===== src/rtl/gnor_pkg.sv =====
// gnor_pkg: shared constants for the gnor_pipe reduction stage.
//   MODE_* : 2-bit gate select codes carried alongside each input beat.
package gnor_pkg;

    localparam logic [1:0] MODE_NOR  = 2'b00;
    localparam logic [1:0] MODE_OR   = 2'b01;
    localparam logic [1:0] MODE_NAND = 2'b10;
    localparam logic [1:0] MODE_AND  = 2'b11;

endpackage


===== src/rtl/gnor_lane.sv =====
// gnor_lane: combinational WIDTH-input reduction gate with run-time function.
// Ports:
//   bits [WIDTH-1:0] in  : lane inputs
//   mode [1:0]       in  : gate select (NOR/OR/NAND/AND, see gnor_pkg)
//   res              out : reduced result
module gnor_lane
    import gnor_pkg::*;
#(
    parameter int WIDTH = 2
) (
    input  logic [WIDTH-1:0] bits,
    input  logic [1:0]       mode,
    output logic             res
);

    always_comb begin
        res = ~|bits;
        case (mode)
            MODE_NOR:  res = ~|bits;
            MODE_OR:   res = |bits;
            MODE_NAND: res = ~&bits;
            MODE_AND:  res = &bits;
            default:   res = ~|bits;
        endcase
    end

endmodule


===== src/rtl/gnor_pipe.sv =====
// gnor_pipe: CHANNELS-lane logic reduction stage with a registered
// valid/ready output and per-lane saturating rise counters.
// Ports:
//   clk, rst              : clock (rising edge), async active-high reset
//   in_valid / in_ready   : input handshake (in_ready is combinational)
//   in_data               : lane c at [c*WIDTH +: WIDTH]
//   mode                  : gate select, sampled with the accepted beat
//   out_valid / out_ready : output handshake
//   y                     : registered per-lane result
//   clr_cnt               : synchronous clear of all rise counters
//   rise_cnt              : lane c counter at [c*CNT_W +: CNT_W]
module gnor_pipe
    import gnor_pkg::*;
#(
    parameter int WIDTH    = 2,
    parameter int CHANNELS = 4,
    parameter int CNT_W    = 8
) (
    input  logic                      clk,
    input  logic                      rst,
    input  logic                      in_valid,
    output logic                      in_ready,
    input  logic [CHANNELS*WIDTH-1:0] in_data,
    input  logic [1:0]                mode,
    output logic                      out_valid,
    input  logic                      out_ready,
    output logic [CHANNELS-1:0]       y,
    input  logic                      clr_cnt,
    output logic [CHANNELS*CNT_W-1:0] rise_cnt
);

    localparam logic [CNT_W-1:0] CNT_MAX = '1;

    logic [CHANNELS-1:0] lane_res;
    logic [CHANNELS-1:0] y_reg;
    logic [CHANNELS-1:0] prev_y_reg;
    logic                out_valid_reg;
    logic                accept;
    logic                deliver;

    // A slot is free when empty or being drained this cycle; this gives
    // full throughput without a combinational path from in_valid.
    assign in_ready  = !out_valid_reg || out_ready;
    assign accept    = in_valid && in_ready;
    assign deliver   = out_valid_reg && out_ready;
    assign out_valid = out_valid_reg;
    assign y         = y_reg;

    generate
        for (genvar gi = 0; gi < CHANNELS; gi++) begin : g_lane
            gnor_lane #(
                .WIDTH(WIDTH)
            ) u_lane (
                .bits(in_data[gi*WIDTH +: WIDTH]),
                .mode(mode),
                .res (lane_res[gi])
            );
        end
    endgenerate

    always_ff @(posedge clk or posedge rst) begin
        if (rst) begin
            out_valid_reg <= 1'b0;
            y_reg         <= '0;
            prev_y_reg    <= '0;
        end else begin
            if (accept) begin
                y_reg         <= lane_res;
                out_valid_reg <= 1'b1;
            end else if (deliver) begin
                // y keeps its last value after draining
                out_valid_reg <= 1'b0;
            end
            if (deliver) begin
                prev_y_reg <= y_reg;
            end
        end
    end

    generate
        for (genvar gi = 0; gi < CHANNELS; gi++) begin : g_cnt
            logic [CNT_W-1:0] cnt_reg;
            logic             rise;

            // rise is judged on the beat leaving now versus the last delivered beat
            assign rise = deliver && !prev_y_reg[gi] && y_reg[gi];

            always_ff @(posedge clk or posedge rst) begin
                if (rst) begin
                    cnt_reg <= '0;
                end else if (clr_cnt) begin
                    cnt_reg <= '0;
                end else if (rise && (cnt_reg != CNT_MAX)) begin
                    cnt_reg <= cnt_reg + 1'b1;
                end
            end

            assign rise_cnt[gi*CNT_W +: CNT_W] = cnt_reg;
        end
    endgenerate

endmodule


===== config.mk =====
export PLATFORM = sky130hd
export DESIGN_NAME = gnor_pipe
export DESIGN_NICKNAME = d
export VERILOG_FILES = /design/src/rtl/gnor_pkg.sv /design/src/rtl/gnor_lane.sv /design/src/rtl/gnor_pipe.sv
export SDC_FILE = /design/constraint.sdc
export NUM_CORES = 1
export LEC_CHECK = 0
export BUFFER_PORTS_ARGS = -buffer_cell sky130_fd_sc_hd__clkbuf_2
export CORE_UTILIZATION = 35
export DETAILED_ROUTE_END_ITERATION = 16
export SYNTH_ARGS = -nofsm -noshare
export SYNTH_HDL_FRONTEND = slang
export SYNTH_SLANG_ARGS = --single-unit

===== constraint.sdc =====
create_clock -name clk -period 4.4 [get_ports clk]
set_input_delay 0.22 -clock clk [delete_from_list [all_inputs] [get_ports clk]]
set_output_delay 0.22 -clock clk [all_outputs]
set_load 0.005 [all_outputs]

==> results of run 1 <==
[critical path, delay by kind of cell, from the launching register on]
family,cells,cell delay [ps]
flops,1,470
compound gates,2,310
simple gates,2,680
[layout make-up]
type,count,area share
inverters,2,0.002944
multi-input cells,150,0.4131
well taps,75,0.03680
repair buffers,53,0.1050
flip-flops and latches,41,0.4024
clock inverters,1,0.001963
clock buffers,7,0.03778
[power groups by stage]
stage               Combinational [uW]  Clock, uW  Sequential [uW]
floorplan                         56.0          0              418
global placement                  81.3          0              420
detailed placement                82.8          0              422
CTS                               82.8        278              414
global route                      92.5        293              419
finish                            80.3        266              414
[stage by stage]
stage | instance area, um^2 | instances | hold WS [ps] | utilization | total power [uW]
2_1_floorplan | 2130 | 200 | 283.1 | - | 474.2
3_3_place_gp | 2449 | 321 | 365.4 | 0.4160 | 501.5
3_5_place_dp | 2449 | 321 | 369.3 | 0.4160 | 504.4
4_1_cts | 2550 | 329 | 44.02 | 0.4332 | 774.8
5_1_grt | 2550 | 329 | 69.53 | 0.4332 | 804.3
6_report | 2550 | 329 | 27.59 | 0.4332 | 760.3
[Yosys cell counts (all sizes together), types with 5 or more instances]
cell,instances
o21ai,11
dfrtp,41
nand4,8
nor2,28
and2,6
xor2,25
o211ai,9
nand3,5
and3,6
mux2i,7
o2111ai,6
nand2,8
[routing by layer]
metal  wire length, um  up-vias  GRT usage
met5                 0        -          0
met4                55        0    0.06071
met3               206        5    0.03657
met2              1958       45     0.2385
met1              1967      773     0.1778
li1                  -      825          -
[cells by family after synthesis]
kind of cell / count (synthesis)
and+or+nand+nor: 75
DFF: 41
AOI/OAI and AO/OA: 31
xor gates and xnor gates: 25
muxes: 11
buffers and inverters: 9
adders and majority gates: 8
[final timing paths]
kind | from | to | slack [ps] | depth (start not counted)
worst max-delay path | out_valid | g_cnt[2].cnt_reg[7] | 2840 | 4
worst min-delay path | rst | g_cnt[3].cnt_reg[6] | 30 | 3
worst max register to register | out_valid | g_cnt[2].cnt_reg[7] | 2840 | 4
worst min register to register | prev_y_reg[3] | prev_y_reg[3] | 500 | 1
max in group asynchronous | rst | g_cnt[0].cnt_reg[1] | 4020 | 3
min in group clk | in_valid | out_valid | 140 | 2
==> metrics.md, run 1 <==
| Metric | Value |
|---|---|
| IR Drop Worst-Case VDD | `0.1127 mV` |
| Most common library cell in the layout ignoring fill and taps | `sky130_fd_sc_hd__clkbuf_2` |
| Power share of the clock group | `0.350` |
| Comb pwr share | `0.106` |
| Part of the cycle the worst path needs | `0.3554` |
| Post-synthesis adder-cell area fraction | `0.04230` |
| Vias in the first global route | `1577` |
| Cell internal pwr | `577.2 uW` |
| Count of state elements after synthesis | `41` |
| Xor/xnor share of the synthesized area | `0.1028` |
| Clock tree buffer depth | `2` |
| Sort of element at the end of the critical path | `register` |
| Nets in the synthesized netlist | `219` |
| Starting density of the core | `0.3618` |
| Clock input transition at the sequential cells of the worst setup and hold paths | `80 ps` |
| Post-CTS repair timing setup buffer count | `0` |
| Total negative slack for setup checks | `0 ps` |
| Worst relative slew slack | `0.5542` |
| Yosys cell types | `34` |
| Highest Clock Rate | `639.4 MHz` |
| Post-synth ARST share | `1.000` |
| Number of antenna violations at the first check in global routing | `0` |
| Overall die width | `80 um` |
| Total number of vias | `1648` |
| Area of the mapped netlist | `2130 um^2` |
| Dominant cells by area after synthesis | `sky130_fd_sc_hd__dfrtp_1 (48%), sky130_fd_sc_hd__xor2_1 (10%), sky130_fd_sc_hd__nor2_1 (4.9%), sky130_fd_sc_hd__mux2i_1 (3.3%), sky130_fd_sc_hd__o211ai_1 (2.5%)` |
| Layout-stage area growth over the synthesis result | `19.74%` |
| TritonCTS clock tree | `yes` |
| Total congestion overflow after global routing | `0` |
| Storage element area | `1026 um^2` |
| # rows | `28` |
| Post-synthesis average cell area | `10.65 um^2` |
| RSZ-0062 raised after global routing | `no` |
| Pleak | `0.001301 uW` |
| Number of enable flip-flop cells after synthesis | `0` |
| Number of endpoints with negative hold slack in the final report | `0` |
| Path class of the lowest-slack min-delay path | `in -> async` |
| Power Density | `298.2 nW/um^2` |
| Number of gates resized after cts | `0` |
| Critical setup path kind | `reg -> reg` |
| Number of sinks handled by clock tree synthesis | `41` |
| Detailed-placement wirelength estimate | `2.974 mm` |
| Crit-path max cell delay | `470 ps` |
| Number of setup violations in the final report | `0` |
| Fraction of layout cells with a size suffix above 1 | `0.2795` |
| Antenna Violating Nets Remaining | `0` |
| Iteration-0 DRC count of the detailed router | `69` |
| Total Wirelength | `4.187 mm` |
| DRC viols | `0` |
| Most used flip-flop cell after synthesis | `sky130_fd_sc_hd__dfrtp_1` |
| Worst Tran Pin Value | `668.6 ps` |
| Clock network latency to the later pin of the worst-skew pair | `290 ps` |
| Combined area of the multi-input logic cells | `1054 um^2` |
| Post-place setup slack | `2840 ps` |
| Number of vias per cell after detailed routing | `5.009` |
| Number of warnings reported in the yosys synthesis log | `0` |
| Cell breakdown of the critical path | `and4b_1 > o211ai_2 > or3_1 > a21oi_1` |
| Max-capacitance violation count | `0` |
| Outcome | `finished clean` |
| Critical path data arrival time | `1760 ps` |
| Routed wirelength normalized by instance count | `12.73 um` |
| Area leader, netlist | `sky130_fd_sc_hd__dfrtp_1` |
| I/O Buffers | `52` |
| Portion of synthesized cell area occupied by the leading cell type | `0.4818` |
| Max Clock Skew | `9.826 ps` |
| Overall global routing resource usage | `0.1443` |
| Post-cts hold buffer count | `0` |
| Share of synthesized area occupied by flip-flops and latches | `0.4818` |
| Highest-count cells in the layout ignoring fill and taps | `sky130_fd_sc_hd__clkbuf_2 (52), sky130_fd_sc_hd__dfrtp_1 (41), sky130_fd_sc_hd__nor2_1 (28)` |
| Net switching power | `183.1 uW` |
| CP required | `4590 ps` |
| Final layout net count | `272` |
| Crit path max-delay cell type | `sky130_fd_sc_hd__dfrtp_1` |
| Filler Cell Count | `588` |
| Cells after synthesis | `200` |
| Max FO, Critical Path | `7` |
| Die Area | `6400 um^2` |
| Shortest period the worst path allows | `1564 ps` |
| Startpoint types | `register` |
| Die Ht | `80 um` |
| Largest register FFs | `32` |
| First-pass GRT wire length | `7.086 mm` |
| IO Count | `53` |
| Routability-driven placement congestion ratio | `0.7525` |
| Sequential cell fraction of total power | `0.545` |
| Multiplexer fraction of the synthesized cell area | `0.05405` |
| Dominant combinational cell family by area after synthesis | `simple AND/OR/NAND/NOR gates` |
| Pin count of the biggest net entering global routing | `42` |
| Number of slew-limit violations in the final report | `0` |
| Core Box Area | `5886 um^2` |
| Switching Share | `0.2408` |
| Antenna Cells | `0` |
| Clock root cell | `sky130_fd_sc_hd__clkbuf_8` |
| Least setup slack across all paths after layout | `2836 ps` |
| Number of buffers added by the clock tree synthesis step | `5` |
| Clock H-tree levels | `2` |
| Area fraction in and, or, nand and nor cells after synthesis | `0.1880` |
| Compound-Gate Fraction of Synth Area | `0.1075` |
| TritonRoute pass-1 iters | `4` |
Note: power is estimated with default switching activity, not from simulation.
==> run 2, diff against run 1 <==
==> constraint.sdc (replaced) <==
create_clock -name clk -period 1.4 [get_ports clk]
set_input_delay 0.07 -clock clk [delete_from_list [all_inputs] [get_ports clk]]
set_output_delay 0.07 -clock clk [all_outputs]
set_load 0.005 [all_outputs]
==> metrics.md, run 2 (synthesized netlist as in run 1, its figures left out) <==
| Metric | Value |
|---|---|
| Outcome | `finished clean (unchanged)` |
| Total number of vias | `1842 (was 1648)` |
| Antenna Cells | `0 (unchanged)` |
| Switching Share | `0.2398 (was 0.2408)` |
| Number of antenna violations at the first check in global routing | `0 (unchanged)` |
| Pleak | `0.001529 uW (was 0.001301 uW)` |
| Post-layout util | `0.5200 (was 0.4332)` |
| RSZ-0062 raised after global routing | `yes (was no)` |
| Crit path max-delay cell type | `sky130_fd_sc_hd__dfrtp_1 (unchanged)` |
| Clock network latency to the later pin of the worst-skew pair | `280 ps (was 290 ps)` |
| Core Box Area | `5886 um^2 (unchanged)` |
| IO Count | `53 (unchanged)` |
| IR Drop Worst-Case VDD | `0.4596 mV (was 0.1127 mV)` |
| Pin count of the biggest net entering global routing | `42 (unchanged)` |
| Die Ht | `80 um (unchanged)` |
| Overall die width | `80 um (unchanged)` |
| Hold Path Depth | `3` |
| Launching element of the worst setup path | `g_cnt[0].cnt_reg[1] (was out_valid)` |
| DRC viols | `0 (unchanged)` |
| Routed wirelength normalized by instance count | `12.50 um (was 12.73 um)` |
| Clock root cell | `sky130_fd_sc_hd__clkbuf_8 (unchanged)` |
| Worst Path Buf+Inv | `1 (was 0)` |
| Number of buffers added by the clock tree synthesis step | `5 (unchanged)` |
| Comb pwr share | `0.151 (was 0.106)` |
| Startpoint types | `register (unchanged)` |
| Number of slew-limit violations in the final report | `0 (unchanged)` |
| Antenna Violating Nets Remaining | `0 (unchanged)` |
| Max-capacitance violation count | `0 (unchanged)` |
| Number of vias per cell after detailed routing | `4.886 (was 5.009)` |
| Net switching power | `577.4 uW (was 183.1 uW)` |
| CP required | `1580 ps (was 4590 ps)` |
| Iteration-0 DRC count of the detailed router | `57 (was 69)` |
| Max FO, Critical Path | `3 (was 7)` |
| Clock H-tree levels | `2 (unchanged)` |
| Detailed-placement wirelength estimate | `3.347 mm (was 2.974 mm)` |
| Worst reg2reg path startpoint | `g_cnt[0].cnt_reg[1] (was out_valid)` |
| Total congestion overflow after global routing | `0 (unchanged)` |
| Cell internal pwr | `1831 uW (was 577.2 uW)` |
| Number of sinks handled by clock tree synthesis | `41 (unchanged)` |
| Critical setup path kind | `reg -> reg (unchanged)` |
| Start point of the worst hold path | `mode[0]` |
| Crit-path max cell delay | `400 ps (was 470 ps)` |
| Largest register FFs | `32 (unchanged)` |
| Worst relative slew slack | `0.6575 (was 0.5542)` |
| Layout-stage area growth over the synthesis result | `43.71% (was 19.74%)` |
| Final layout net count | `321 (was 272)` |
| # rows | `28 (unchanged)` |
| Critical path data arrival time | `1550 ps (was 1760 ps)` |
| Clock tree buffer depth | `2 (unchanged)` |
| Worst Tran Pin Value | `513.8 ps (was 668.6 ps)` |
| Starting density of the core | `0.3618 (unchanged)` |
| Shortest period the worst path allows | `1371 ps (was 1564 ps)` |
| Fraction of layout cells with a size suffix above 1 | `0.4570 (was 0.2795)` |
| Die Area | `6400 um^2 (unchanged)` |
| Sort of element at the end of the critical path | `register (unchanged)` |
| Most common library cell in the layout ignoring fill and taps | `sky130_fd_sc_hd__clkbuf_2 (unchanged)` |
| Least setup slack across all paths after layout | `28.83 ps (was 2836 ps)` |
| Highest-count cells in the layout ignoring fill and taps | `sky130_fd_sc_hd__clkbuf_2 (52), sky130_fd_sc_hd__buf_4 (43), sky130_fd_sc_hd__dfrtp_1 (38) (was sky130_fd_sc_hd__clkbuf_2 (52), sky130_fd_sc_hd__dfrtp_1 (41), sky130_fd_sc_hd__nor2_1 (28))` |
| Cell family with the largest share of critical-path delay | `compound AO/OA/AOI/OAI gates (was simple AND/OR/NAND/NOR gates)` |
| Number of setup violations in the final report | `0 (unchanged)` |
| Overall global routing resource usage | `0.1475 (was 0.1443)` |
| Power share of the clock group | `0.314 (was 0.350)` |
| Total Wirelength | `4.713 mm (was 4.187 mm)` |
| Part of the cycle the worst path needs | `0.9794 (was 0.3554)` |
| Power Density | `786.9 nW/um^2 (was 298.2 nW/um^2)` |
| Sequential cell fraction of total power | `0.535 (was 0.545)` |
| Highest Clock Rate | `729.3 MHz (was 639.4 MHz)` |
| I/O Buffers | `52 (unchanged)` |
| Post-place setup slack | `-11.17 ps (was 2840 ps)` |
| Length in cells of the worst reg-to-reg path | `5 (was 4)` |
| Critical register-to-register path endpoint | `g_cnt[0].cnt_reg[7] (was g_cnt[2].cnt_reg[7])` |
| Number of endpoints with negative hold slack in the final report | `0 (unchanged)` |
| Vias in the first global route | `1674 (was 1577)` |
| Path class of the lowest-slack min-delay path | `in -> reg (was in -> async)` |
| Routability-driven placement congestion ratio | `0.8298 (was 0.7525)` |
| Clock input transition at the sequential cells of the worst setup and hold paths | `70 ps (was 80 ps)` |
| Worst reg-to-reg setup slack | `30 ps (was 2840 ps)` |
| TritonRoute pass-1 iters | `4 (unchanged)` |
| Worst Hold End | `y[3]` |
| TritonCTS clock tree | `yes (unchanged)` |
| Max Clock Skew | `6.489 ps (was 9.826 ps)` |
| Cell breakdown of the critical path | `buf_4 > and3_1 > o211ai_1 > o21a_1 > o21ba_2 (was and4b_1 > o211ai_2 > or3_1 > a21oi_1)` |
| First-pass GRT wire length | `7.327 mm (was 7.086 mm)` |
run 2: changes by cell type in the layout (fill, tap and decap cells not counted), moves of 4 or more:
cell                      before  now
sky130_fd_sc_hd__ha_1          4    0
sky130_fd_sc_hd__buf_6         0    5
sky130_fd_sc_hd__nand3_4       0    4
sky130_fd_sc_hd__nand3_1       5    1
sky130_fd_sc_hd__buf_4         1   43
run 2: power groups by stage:
stage	combinational, uW	sequential, uW	clock (uW)
6_report	364	1290	757
5_1_grt	408	1290	845
4_1_cts	352	1280	795
3_5_place_dp	346	1310	0
3_3_place_gp	339	1300	0
2_1_floorplan	176	1310	0
run 2: what timing repair did:
item	in CTS	in global routing
endpoints found under the setup margin	3	26
endpoints found under the hold margin	42	0
gates resized for setup	2	29
setup buffers	3	5
pin swaps	3	22
hold buffers	2	0
run 2: worst max-delay path by stage:
stage / end / cells past startpoint / slack, ps
finish: g_cnt[0].cnt_reg[7] / 5 / 30
floorplan: g_cnt[2].cnt_reg[7] / 5 / 0.1
detailed placement: g_cnt[2].cnt_reg[7] / 5 / -10
global placement: g_cnt[3].cnt_reg[5] / 4 / 30
CTS: g_cnt[2].cnt_reg[7] / 4 / 0.9
global route: g_cnt[3].cnt_reg[1] / 6 / -100
run 2: layout make-up:
| cell class | count | area (um^2) |
|---|---|---|
| multi-input combinational | 150 | 1184 |
| fill | 546 | 2825 |
| timing repair buffer | 102 | 659.4 |
| inverter | 2 | 7.507 |
| tap | 75 | 93.84 |
| clock buffer | 7 | 86.33 |
| sequential | 41 | 1030 |
run 2: layer usage:
metal | vias to the layer above | wire length [um] | global-route usage | share of wire
met5 | - | 0 | 0 | 0
li1 | 921 | - | - | -
met3 | 4 | 150 | 0.02514 | 0.032
met2 | 34 | 2293 | 0.2410 | 0.49
met4 | 0 | 50 | 0.06250 | 0.011
met1 | 883 | 2219 | 0.1917 | 0.47
run 2: per-stage QoR:
| stage | std cells | hold slack [ps] | setup TNS (ps) | cell area [um^2] | total power [uW] |
|---|---|---|---|---|---|
| after detailed placement | 360 | 213.7 | -20.75 | 2756 | 1652 |
| final | 377 | 177.2 | 0 | 3060 | 2408 |
| after global routing | 377 | 206.2 | -338.1 | 3060 | 2548 |
| after global placement | 360 | 208.6 | 0 | 2756 | 1644 |
| after floorplan | 200 | 133.1 | 0 | 2145 | 1490 |
| after CTS | 372 | 172.3 | 0 | 2892 | 2430 |
run 2: worst reg2reg max path, cell delays in order, from the launching register on:
cell                       delay, ps
sky130_fd_sc_hd__dfrtp_1         400
sky130_fd_sc_hd__buf_4           140
sky130_fd_sc_hd__and3_1          190
sky130_fd_sc_hd__o211ai_1        150
sky130_fd_sc_hd__o21a_1          200
sky130_fd_sc_hd__o21ba_2         200
==> run 3, diff against run 2 <==
--- a/config.mk
+++ b/config.mk
@@ -7,6 +7,7 @@
 export LEC_CHECK = 0
 export BUFFER_PORTS_ARGS = -buffer_cell sky130_fd_sc_hd__clkbuf_2
 export CORE_UTILIZATION = 35
+export CTS_BUF_LIST = sky130_fd_sc_hd__clkbuf_2 sky130_fd_sc_hd__clkbuf_4 sky130_fd_sc_hd__clkbuf_8
 export DETAILED_ROUTE_END_ITERATION = 16
 export SYNTH_ARGS = -nofsm -noshare
 export SYNTH_HDL_FRONTEND = slang
==> metrics.md, run 3 (synthesized netlist as in run 1, its figures left out) <==
| Metric | Value |
|---|---|
| Routability-driven placement congestion ratio | `0.8298 (unchanged)` |
| # rows | `28 (unchanged)` |
| Critical setup path kind | `reg -> reg (unchanged)` |
| Overall die width | `80 um (unchanged)` |
| Shortest period the worst path allows | `1415 ps (was 1371 ps)` |
| Crit-path max cell delay | `400 ps (about the same)` |
| Most used cell, CP | `sky130_fd_sc_hd__buf_4` |
| Clock input transition at the sequential cells of the worst setup and hold paths | `70 ps (about the same)` |
| Vias in the first global route | `1705 (was 1674)` |
| Max Clock Skew | `6.739 ps (was 6.489 ps)` |
| Antenna Violating Nets Remaining | `0 (unchanged)` |
| Global routing met3 resource utilization | `0.03200 (was 0.02514)` |
| Switching Share | `0.2377 (was 0.2398)` |
| IR Drop Worst-Case VDD | `0.4599 mV (was 0.4596 mV)` |
| Filler Cell Count | `546 (unchanged)` |
| Busiest layer in global routing | `met2 (unchanged)` |
| Cell breakdown of the critical path | `buf_4 > and3_4 > o211ai_1 > buf_4 > o21a_1 > o21ba_2 (was buf_4 > and3_1 > o211ai_1 > o21a_1 > o21ba_2)` |
| DRC viols | `0 (unchanged)` |
| Final layout net count | `321 (unchanged)` |
| Number of endpoints with negative hold slack in the final report | `0 (unchanged)` |
| Starting density of the core | `0.3618 (unchanged)` |
| Total congestion overflow after global routing | `0 (unchanged)` |
| Max-capacitance violation count | `0 (unchanged)` |
| Clock H-tree levels | `2 (unchanged)` |
| Worst relative slew slack | `0.6585 (was 0.6575)` |
| Comb pwr share | `0.148 (was 0.151)` |
| Power Density | `797.1 nW/um^2 (was 786.9 nW/um^2)` |
| Total number of vias | `1846 (was 1842)` |
| Largest register FFs | `32 (unchanged)` |
| RSZ-0062 raised after global routing | `yes (unchanged)` |
| Most common library cell in the layout ignoring fill and taps | `sky130_fd_sc_hd__clkbuf_2 (unchanged)` |
| Cell internal pwr | `1848 uW (was 1831 uW)` |
| Sort of element at the end of the critical path | `register (unchanged)` |
| Failing checks | `setup timing` |
| Clock network latency to the later pin of the worst-skew pair | `280 ps (about the same)` |
| CP required | `1580 ps (about the same)` |
| Post-layout util | `0.5168 (was 0.5200)` |
| Least setup slack across all paths after layout | `-15.25 ps (was 28.83 ps)` |
| Number of setup violations in the final report | `1 (was 0)` |
| Fraction of layout cells with a size suffix above 1 | `0.4470 (was 0.4570)` |
| Pin count of the biggest net entering global routing | `42 (unchanged)` |
| Highest-count cells in the layout ignoring fill and taps | `sky130_fd_sc_hd__clkbuf_2 (52), sky130_fd_sc_hd__buf_4 (45), sky130_fd_sc_hd__dfrtp_1 (39) (was sky130_fd_sc_hd__clkbuf_2 (52), sky130_fd_sc_hd__buf_4 (43), sky130_fd_sc_hd__dfrtp_1 (38))` |
| Path class of the lowest-slack min-delay path | `in -> reg (unchanged)` |
| Worst Tran Pin Value | `512.3 ps (was 513.8 ps)` |
| Routed wirelength normalized by instance count | `12.35 um (was 12.50 um)` |
| Clock root cell | `sky130_fd_sc_hd__clkbuf_8 (unchanged)` |
| Number of buffers added by the clock tree synthesis step | `5 (unchanged)` |
| Highest Clock Rate | `706.6 MHz (was 729.3 MHz)` |
| Post-place setup slack | `-11.17 ps (unchanged)` |
| Total power consumption of the routed design | `2424 uW (was 2408 uW)` |
| Startpoint types | `register (unchanged)` |
| TritonCTS clock tree | `yes (unchanged)` |
| Net switching power | `576.3 uW (was 577.4 uW)` |
| First-pass GRT wire length | `7.431 mm (was 7.327 mm)` |
| TritonRoute pass-1 iters | `4 (unchanged)` |
| Launching element of the worst setup path | `g_cnt[0].cnt_reg[0] (was g_cnt[0].cnt_reg[1])` |
| I/O Buffers | `52 (unchanged)` |
| Number of slew-limit violations in the final report | `0 (unchanged)` |
| Core Box Area | `5886 um^2 (unchanged)` |
| Number of vias per cell after detailed routing | `4.897 (was 4.886)` |
| Cell area after placement | `2756 um^2 (unchanged)` |
| Crit path max-delay cell type | `sky130_fd_sc_hd__dfrtp_1 (unchanged)` |
| Total Wirelength | `4.656 mm (was 4.713 mm)` |
| Die Area | `6400 um^2 (unchanged)` |
| Iteration-0 DRC count of the detailed router | `36 (was 57)` |
| Outcome | `finished, violations left (was finished clean)` |
| Layout-stage area growth over the synthesis result | `42.83% (was 43.71%)` |
| Placed cell count | `360 (unchanged)` |
| Power share of the clock group | `0.321 (was 0.314)` |
| Overall global routing resource usage | `0.1500 (was 0.1475)` |
| Part of the cycle the worst path needs | `1.011 (was 0.9794)` |
| Antenna Cells | `0 (unchanged)` |
| Worst reg2reg path startpoint | `g_cnt[0].cnt_reg[0] (was g_cnt[0].cnt_reg[1])` |
| Die Ht | `80 um (unchanged)` |
| Final cell count without fillers | `377 (unchanged)` |
| Start point of the worst hold path | `mode[0] (unchanged)` |
| Number of antenna violations at the first check in global routing | `0 (unchanged)` |
| Critical path data arrival time | `1590 ps (was 1550 ps)` |
| Pleak | `0.001527 uW (was 0.001529 uW)` |
| Met1 Usage GRT | `0.1945 (was 0.1917)` |
| Detailed-placement wirelength estimate | `3.347 mm (unchanged)` |
| Combined area of the multi-input logic cells | `1170 um^2 (was 1184 um^2)` |
| Met2 usage in global routing | `0.2402 (was 0.2410)` |
| Clock tree buffer depth | `2 (unchanged)` |
| IO Count | `53 (unchanged)` |
| Number of sinks handled by clock tree synthesis | `41 (unchanged)` |
| Max FO, Critical Path | `3 (unchanged)` |
| Storage element area | `1028 um^2 (was 1030 um^2)` |
| Sequential cell fraction of total power | `0.531 (was 0.535)` |
| Area of all placed cells without fillers | `3042 um^2 (was 3060 um^2)` |
-- run 3: per-layer routing --
metal	up-vias	part of all wire
met5	-	0
met4	0	0.0073
met3	2	0.034
met2	39	0.49
met1	881	0.47
li1	924	-
-- run 3: area by class of cell --
cell class,instances,area share
multi-input combinational,150,0.3846
timing repair buffer,102,0.2143
tap,75,0.03085
inverter,2,0.002468
clock buffer,7,0.02962
sequential,41,0.3381
-- run 3: through the flow --
stage               setup TNS, ps  hold WS, ps
finish                     -15.25        172.4
global route               -449.0        202.7
CTS                             0        172.2
detailed placement         -20.75        213.7
global placement                0        208.6
floorplan                       0        133.1
-- run 3: power groups by stage --
stage	combinational, uW	clock (uW)	sequential, uW
after floorplan	176	0	1310
after global placement	339	0	1300
after detailed placement	346	0	1310
after CTS	352	815	1280
after global routing	403	869	1300
final	359	778	1290
-- run 3: worst paths after layout --
path                                             to  slack [ps]  depth (start not counted)
worst max-delay path            g_cnt[0].cnt_reg[7]         -20                          6
worst min-delay path                           y[3]         170                          3
worst max register to register  g_cnt[0].cnt_reg[7]         -20                          6
worst min register to register        prev_y_reg[2]         500                          1
max in group asynchronous                 out_valid         570                          4
min in group asynchronous       g_cnt[0].cnt_reg[6]         450                          4
-- run 3: what timing repair did --
| item | CTS | global route |
|---|---|---|
| resized for setup | 3 | 22 |
| endpoints found under the setup margin | 3 | 26 |
| pin swaps | 3 | 17 |
| hold buffers | 2 | 0 |
| buffers inserted | 3 | 5 |
| endpoints found under the hold margin | 42 | 0 |
-- run 3: critical path, delay by kind of cell (launching register included) --
kind	cells	cell delay (ps)
compound gates	3	440
simple gates	1	170
flops	1	400
buf+inv	2	300
